===== config.mk =====
export PLATFORM = sky130hd
export DESIGN_NAME = rsa_decrypt
export DESIGN_NICKNAME = d
export VERILOG_FILES = /design/src/rtl/rsa_decrypt.sv
export SDC_FILE = /design/constraint.sdc
export NUM_CORES = 2
export LEC_CHECK = 0
export ABC_AREA = 1
export CAP_MARGIN = 20
export CELL_PAD_IN_SITES_DETAIL_PLACEMENT = 1
export CELL_PAD_IN_SITES_GLOBAL_PLACEMENT = 2
export CORE_MARGIN = 2
export CORE_UTILIZATION = 35
export DETAILED_ROUTE_END_ITERATION = 16
export PLACE_DENSITY_LB_ADDON = 0.1
export SYNTH_ARGS = -nofsm -noshare
export SYNTH_HDL_FRONTEND = slang
export SYNTH_SLANG_ARGS = --single-unit

===== constraint.sdc =====
create_clock -name clock -period 13.65 [get_ports clock]
set_input_delay 2.73 -clock clock [delete_from_list [all_inputs] [get_ports clock]]
set_output_delay 2.73 -clock clock [all_outputs]
set_load 0.03 [all_outputs]

===== src/rtl/rsa_decrypt.sv =====
// RSA decryption engine: message_dec = ciphertext^key mod n on 128-bit operands using a bit-serial
// interleaved modular multiplier. Optional macro RSA_DEC_SKIPLZ_EN skips leading-zero exponent bits.
module rsa_decrypt (
    input  logic         clock,
    input  logic         reset,
    input  logic         start,
    input  logic [127:0] ciphertext,
    input  logic [127:0] key,
    input  logic [127:0] n,
    output logic         busy,
    output logic         done,
    output logic         err,
    output logic [127:0] message_dec
);

    typedef enum logic [2:0] {
        IDLE  = 3'd0,
        CHECK = 3'd1,
        SQ    = 3'd2,
        MUL   = 3'd3,
        NEXT  = 3'd4,
        DONE  = 3'd5
    } state_t;

    state_t       state_r;
    state_t       state_s;
    logic [127:0] m_r;
    logic [127:0] d_r;
    logic [127:0] n_r;
    logic [127:0] acc_r;
    logic [127:0] r_r;
    logic [6:0]   j_r;
    logic [6:0]   i_r;
    logic         busy_r;
    logic         done_r;
    logic         err_r;
    logic [127:0] msg_r;

    logic         operand_bad_s;
    logic         skip_all_s;
    logic [6:0]   i_start_s;
    logic [127:0] mul_b_s;
    logic [127:0] r_next_s;
    logic         mul_last_s;

    // One interleaved step: R = 2R mod N, then R = (R + a) mod N when the multiplier bit is set.
    // R < N < 2^128 on entry, so the 129-bit intermediate never overflows.
    function automatic logic [127:0] mod_step(input logic [127:0] r, input logic [127:0] a,
                                              input logic b_bit, input logic [127:0] nm);
        logic [128:0] t;
        logic [128:0] n_ext;
        n_ext = {1'b0, nm};
        t     = {r, 1'b0};
        if (t >= n_ext) begin
            t = t - n_ext;
        end else begin
            t = t;
        end
        if (b_bit) begin
            t = t + {1'b0, a};
            if (t >= n_ext) begin
                t = t - n_ext;
            end else begin
                t = t;
            end
        end else begin
            t = t;
        end
        return t[127:0];
    endfunction

`ifdef RSA_DEC_SKIPLZ_EN
    function automatic logic [6:0] msb_index(input logic [127:0] v);
        logic [6:0] idx;
        idx = 7'd0;
        for (int b = 0; b < 128; b++) begin
            if (v[b]) begin
                idx = b[6:0];
            end else begin
                idx = idx;
            end
        end
        return idx;
    endfunction
`endif

    // Operand screening, exponent start index and multiplier datapath.
    always_comb begin
        operand_bad_s = (n_r < 128'd2) || (m_r >= n_r);
`ifdef RSA_DEC_SKIPLZ_EN
        i_start_s     = msb_index(d_r);
        skip_all_s    = (d_r == 128'd0);
`else
        i_start_s     = 7'd127;
        skip_all_s    = 1'b0;
`endif
        mul_b_s       = (state_r == MUL) ? m_r : acc_r;
        r_next_s      = mod_step(r_r, acc_r, mul_b_s[j_r], n_r);
        mul_last_s    = (j_r == 7'd0);
    end

    // Next-state logic.
    always_comb begin
        state_s = state_r;
        case (state_r)
            IDLE: begin
                if (start) state_s = CHECK;
                else       state_s = IDLE;
            end
            CHECK: begin
                if (operand_bad_s || skip_all_s) state_s = DONE;
                else                             state_s = SQ;
            end
            SQ: begin
                if (!mul_last_s)  state_s = SQ;
                else if (d_r[i_r]) state_s = MUL;
                else              state_s = NEXT;
            end
            MUL: begin
                if (mul_last_s) state_s = NEXT;
                else            state_s = MUL;
            end
            NEXT: begin
                if (i_r == 7'd0) state_s = DONE;
                else             state_s = SQ;
            end
            DONE: begin
                if (start) state_s = DONE;
                else       state_s = IDLE;
            end
            default: state_s = IDLE;
        endcase
    end

    // State, datapath and registered handshake outputs.
    always_ff @(posedge clock) begin
        if (reset) begin
            state_r <= IDLE;
            m_r     <= 128'd0;
            d_r     <= 128'd0;
            n_r     <= 128'd0;
            acc_r   <= 128'd0;
            r_r     <= 128'd0;
            j_r     <= 7'd0;
            i_r     <= 7'd0;
            busy_r  <= 1'b0;
            done_r  <= 1'b0;
            err_r   <= 1'b0;
            msg_r   <= 128'd0;
        end else begin
            state_r <= state_s;
            busy_r  <= (state_s == CHECK) || (state_s == SQ) || (state_s == MUL) || (state_s == NEXT);
            done_r  <= (state_s == DONE);
            case (state_r)
                IDLE: begin
                    if (start) begin
                        m_r <= ciphertext;
                        d_r <= key;
                        n_r <= n;
                    end
                end
                CHECK: begin
                    if (operand_bad_s) begin
                        err_r <= 1'b1;
                        msg_r <= 128'd0;
                    end else if (skip_all_s) begin
                        err_r <= 1'b0;
                        msg_r <= 128'd1;
                    end else begin
                        err_r <= 1'b0;
                        acc_r <= 128'd1;
                        i_r   <= i_start_s;
                        r_r   <= 128'd0;
                        j_r   <= 7'd127;
                    end
                end
                SQ, MUL: begin
                    // The accumulator only changes once the whole product is formed.
                    if (mul_last_s) begin
                        acc_r <= r_next_s;
                        r_r   <= 128'd0;
                        j_r   <= 7'd127;
                    end else begin
                        r_r   <= r_next_s;
                        j_r   <= j_r - 7'd1;
                    end
                end
                NEXT: begin
                    if (i_r == 7'd0) msg_r <= acc_r;
                    else             i_r   <= i_r - 7'd1;
                end
                default: begin
                    state_r <= state_s;
                end
            endcase
        end
    end

    assign busy        = busy_r;
    assign done        = done_r;
    assign err         = err_r;
    assign message_dec = msg_r;

endmodule


# Word-level counts from Yosys, hierarchy flattened
# Cells that the tools add are included.
# op_classes
addsub	5
order_cmp	6
n_eq_ne	15
n_mux	31
reduce_logical	15
# ops
op	count
two-way mux 128 bit	9
case mux 128 bit (2 select lines)	3
greater-or-equal comparator 129 x 128 -> 1 bit	2
adder 129 x 128 -> 129 bit	1
two-way mux 129 bit	1
subtractor 129 x 128 -> 129 bit	1
greater-or-equal comparator 128 bit	1
less-than comparator 128 x 2 -> 1 bit (second input constant)	1
subtractor 128 bit	1
case mux 7 bit (2 select lines)	2
two-way mux 7 bit	3
two-way mux 3 bit	6
case mux 3 bit (6 select lines)	1
less-than comparator 7 x 8 -> 1 bit (second input constant)	2
binary-select mux 1 bit (select 7 bit)	2
zero test 7 bit	2
subtractor 7 x 1 -> 7 bit (second input constant)	2
equality test 3 x 2 -> 1 bit (second input constant)	4
equality test 3 bit (second input constant)	4
inequality test 2 bit (second input constant)	5
AND reduction 3 bit	3
equality test 3 x 1 -> 1 bit (second input constant)	2
logical OR 1 bit	4
two-way mux 1 bit	4
other kinds (4)	6
# word_totals
reg_bits	788
inputBits	387
out_inout_bits	131
wordCells	84

# Depth between registers and ports, before layout
# depth
depth_word	9
depth_mapped	59
depth_no_buf	57

# Worst setup path before layout
# Ideal clock, no wire load.
# synth_path
path_type	reg2reg
from	register n_r[8]
to	register r_r[4]
setup_ns	0.067
arrival_ns	6.225
required_ns	13.583
path_slack_ns	7.358
stages_incl_launch_ff	51
path_buffers	5
period_less_slack_ns	6.292
path_cell_list	dfxtp_1 > inv_1 > ha_1 > nand2_2 > inv_1 > a21oi_1 > nand3_1 > nand2_1 > nand2_1 > nand2_1 > nand2_1 > nand2_1 > nand3_2 > nand2_2 > nand2_2 > buf_6 > buf_6 > buf_2 > (+15 left out) > nand2_1 > nor2_1 > inv_1 > nor2_1 > inv_1 > nor2_1 > nand2_1 > nor2_1 > nand4_1 > nand2_1 > inv_1 > nand4_4 > buf_8 > buf_2 > nand2_1 > nand3_2 > nand3_1 > a21oi_2
# synth_between
elab_chain_cells	8
elab_cells_between_ends	15
cone_classes	add/sub: 3; order compare: 4; eq/ne: 1; mux: 5; reduce/logical: 2
# synth_lines
item	line	source
from (decl)	29	logic [127:0] n_r;
from (signal assigned)	159	n_r <= n;
subtractor 129 x 128 -> 129 bit or greater-or-equal comparator 129 x 128 -> 1 bit (tied branches)	55, 54	
two-way mux 129 bit	54	if (t >= n_ext) begin
adder 129 x 128 -> 129 bit	60	t = t + {1'b0, a};
greater-or-equal comparator 129 x 128 -> 1 bit or subtractor 128 bit (tied branches)	61, 62	
two-way mux 128 bit	61	if (t >= n_ext) begin
two-way mux 128 bit	59	if (b_bit) begin
two-way mux 128 bit	179	if (mul_last_s) begin
case mux 128 bit (2 select lines)	154	case (state_r)
to (signal assigned)	184	r_r <= r_next_s;
to (decl)	31	logic [127:0] r_r;
# Several ways; a longest one is shown, not always the timed one.
# A chain may end at the register's enable or synchronous reset.

# Final worst setup path
# layout_path
from	register n_r[85]
to	register r_r[66]
# Same word-level chain as after synthesis.

==> results.toml <==
[detailed_routing]
wl_mm = 538
ant_nets = 0
wire_per_inst_um = 34.5
via_count = 95800
first_pass_iters = 7
dr.first_iter.drc_count = 11800
drc = 0
vias_per_cell = 6.14

[clock_network]
clockBufferDepth = 3
tritoncts = "yes"
cts_buffers = 98
post-cts-setup-buffer-count = 0
cts_num_sinks = 788
holdBufCountCts = 0
clock_latency_ns = 0.83
htree_num_levels = 3
path_clk_slew_ns = 0.06
cts_resized = 0
cts_root_buf = "clkbuf_16"

[synthesis]
avgSynthCellArea_um2 = 6.01
synth-seq-cells = 788
yosys_most_used_dff = "dfxtp_1"
ys_seq_area_share_pct = 21.3
synth.distinct_cells = 64
ys_warn_count = 0
synth_area_leaders = "dfxtp_1, nand2_1, a21oi_1, ha_1, nor2_1"
synth_top_cell_area_share_pct = 21.3
synth-edff-count = 0
syn_inst = 12400
netlist_area_um2 = 74200
synth_nets = 13300
yosysTopAreaCell = "dfxtp_1"
async_flop_share_pct = 0

[placement]
gp_congestion = 1.38
portBuffers = 517
dp_hpwl_mm = 455
placed_area_um2 = 81900

[setup_path]
cpMostUsedCell = "nand2_1"
worst_path_max_delay_cell = "a21oi_1"
cp_top_family = "simple AND/OR/NAND/NOR gates"
worst_setup_path_start_kind = "register"
cpPeakStageDelay_ns = 1.04
required_ns = 14.37
worstSetupPathType = "register to register"
critical_path.max_fanout = 91
crit_buf_inv = 8
worst_ep_arrival_time_ns = 14.38
endpoint_kind = "register"

[final_layout]
final_area_um2 = 85500
synthToLayoutAreaGrowth_pct = 15.3
drive_gt1_share_pct = 5.52
ff_latch_area_um2 = 15800
multi_input_area_um2 = 50100
fillCellCount = 28200
layout.nets = 13600

[sta]
hold_viol = 0
min_period_ns = 13.66
relSlewSlack_pct = 7.38
worstMarginPinSlew_ns = 1.39
fmax_ghz = 0.0732
rsz0062_at_grt = "no"
clock_skew_ns = 0.0494
setup_ws_ns = -0.0118
period_share_pct = 100
setup_violations = 2
final_max_slew_viol_count = 0

[job]
maxCapViolCount = 0

[grt]
grt.busiest_layer = "met2"
grt_first_pass_wirelength_mm = 733
met2_usage_pct = 66.4
grt_usage_pct = 47.9
met1_usage_pct = 59.6
met3_usage_pct = 17.8
grt_pass1_vias = 92900
grt_max_degree = 144
antenna_found_initial = 57
overflow = 0

[floorplanning]
die_area_um2 = 216000
io_pins = 518
initial_core_util_pct = 35.3
die_y_um = 464
rows = 168
die_w_um = 464
coreArea_um2 = 210000

[run_status]
failed_checks = "setup timing"
status = "complete, but fails checks"

[worst_hold_path]
hold_class = "register to register"
-- metal layers --
| metal | up-vias | share of wire [%] |
|---|---|---|
| met3 | 1483 | 12 |
| met5 | - | 0.048 |
| met4 | 24 | 9.3 |
| met2 | 5773 | 39 |
| li1 | 41500 | - |
| met1 | 47100 | 40 |
-- stage by stage --
step	TNS [ns]	hold WS [ns]	util (%)	setup slack, ns	std cells
3_5_place_dp	0	0.447	39.0	1.23	15400
5_1_grt	0	0.479	40.6	0.391	15600
3_3_place_gp	0	0.440	39.0	1.27	15400
2_1_floorplan	0	0.429	-	7.36	12400
4_1_cts	0	0.456	40.6	1.09	15600
6_report	-0.0212	0.454	40.7	-0.0118	15600
-- logic make-up after synthesis --
group | Yosys count | share of synthesized area (%)
and+or+nand+nor | 5766 | 34.3
AOI/OAI and AO/OA | 2957 | 20.9
buffers and inverters | 2043 | 11.4
DFF | 788 | 21.3
adders and majority gates | 518 | 8.77
xor gates and xnor gates | 280 | 3.31
-- worst register-to-register path, delay by kind of cell, from the launching register on --
family	cells	cell delay [ns]
DFF	1	0.31
AOI/OAI and AO/OA	13	4.33
buffers and inverters	8	1.95
adders and majority gates	3	1.64
and+or+nand+nor	21	5.35
-- cell type report --
class	count	area share, %
antenna	48	0.140
clock buffer	139	3.28
clock inverter	42	0.707
inverter	1568	6.91
multi-input combinational	9521	58.6
sequential	788	18.5
tap	2805	4.10
timing repair buffer	705	7.81
-- cells in the mapped netlist, types with 12 or more instances --
master and number:
a21boi_0 28, a21o_1 41, a21oi_1 1571, a31oi_1 23
buf_1 19, buf_12 12, buf_2 101, buf_4 52
buf_6 17, clkbuf_1 254, dfxtp_1 788, ha_1 515
inv_1 1557, nand2_1 2505, nand2_2 27, nand3_1 830
nand3_2 105, nand3b_1 24, nand4_1 138, nand4_2 100
nor2_1 1655, nor2_2 12, nor3_1 238, nor4_1 48
o211ai_1 58, o21a_1 37, o21ai_0 1080, o21bai_1 71
or2_2 49, xnor2_1 111, xor2_1 169
-- path summary, 6_finish.rpt --
path                               from      end  slack (ns)  depth (start not counted)
worst max-delay path            n_r[85]  r_r[66]       -0.01                         45
worst max register to register  n_r[85]  r_r[66]       -0.01                         45
worst min register to register   d_r[1]   d_r[1]        0.45                          2
worst min-delay path             d_r[1]   d_r[1]        0.45                          2
-- sequential cells by signal, indices dropped and copies added (netlist names) --
name	count
acc_r	128
d_r	128
m_r	128
message_dec	128
n_r	128
r_r	128
i_r	7
j_r	7
state_r	3
busy	1
done	1
err	1
-- layout by cell type (no fill, tap or decap), drive strengths merged, types with 7 or more instances in the layout --
cell           instances
nand2               2537
nor2                1669
a21oi               1577
inv                 1572
o21ai               1095
nand3                935
dfxtp                788
clkdlybuf4s50        516
ha                   515
nor3                 241
nand4                239
buf                  188
xor2                 169
clkbuf               140
xnor2                111
o21bai                71
o211ai                58
or2                   55
nor4                  49
diode                 48
a21o                  41
o21a                  37
a21boi                28
nand3b                24
a31oi                 23
clkinv                21
bufinv                11
and3                  10
o2111ai               10
o22ai                  7
Power is not shown: default switching activity piles up to over one toggle a cycle in this logic, so the estimate is an artifact.
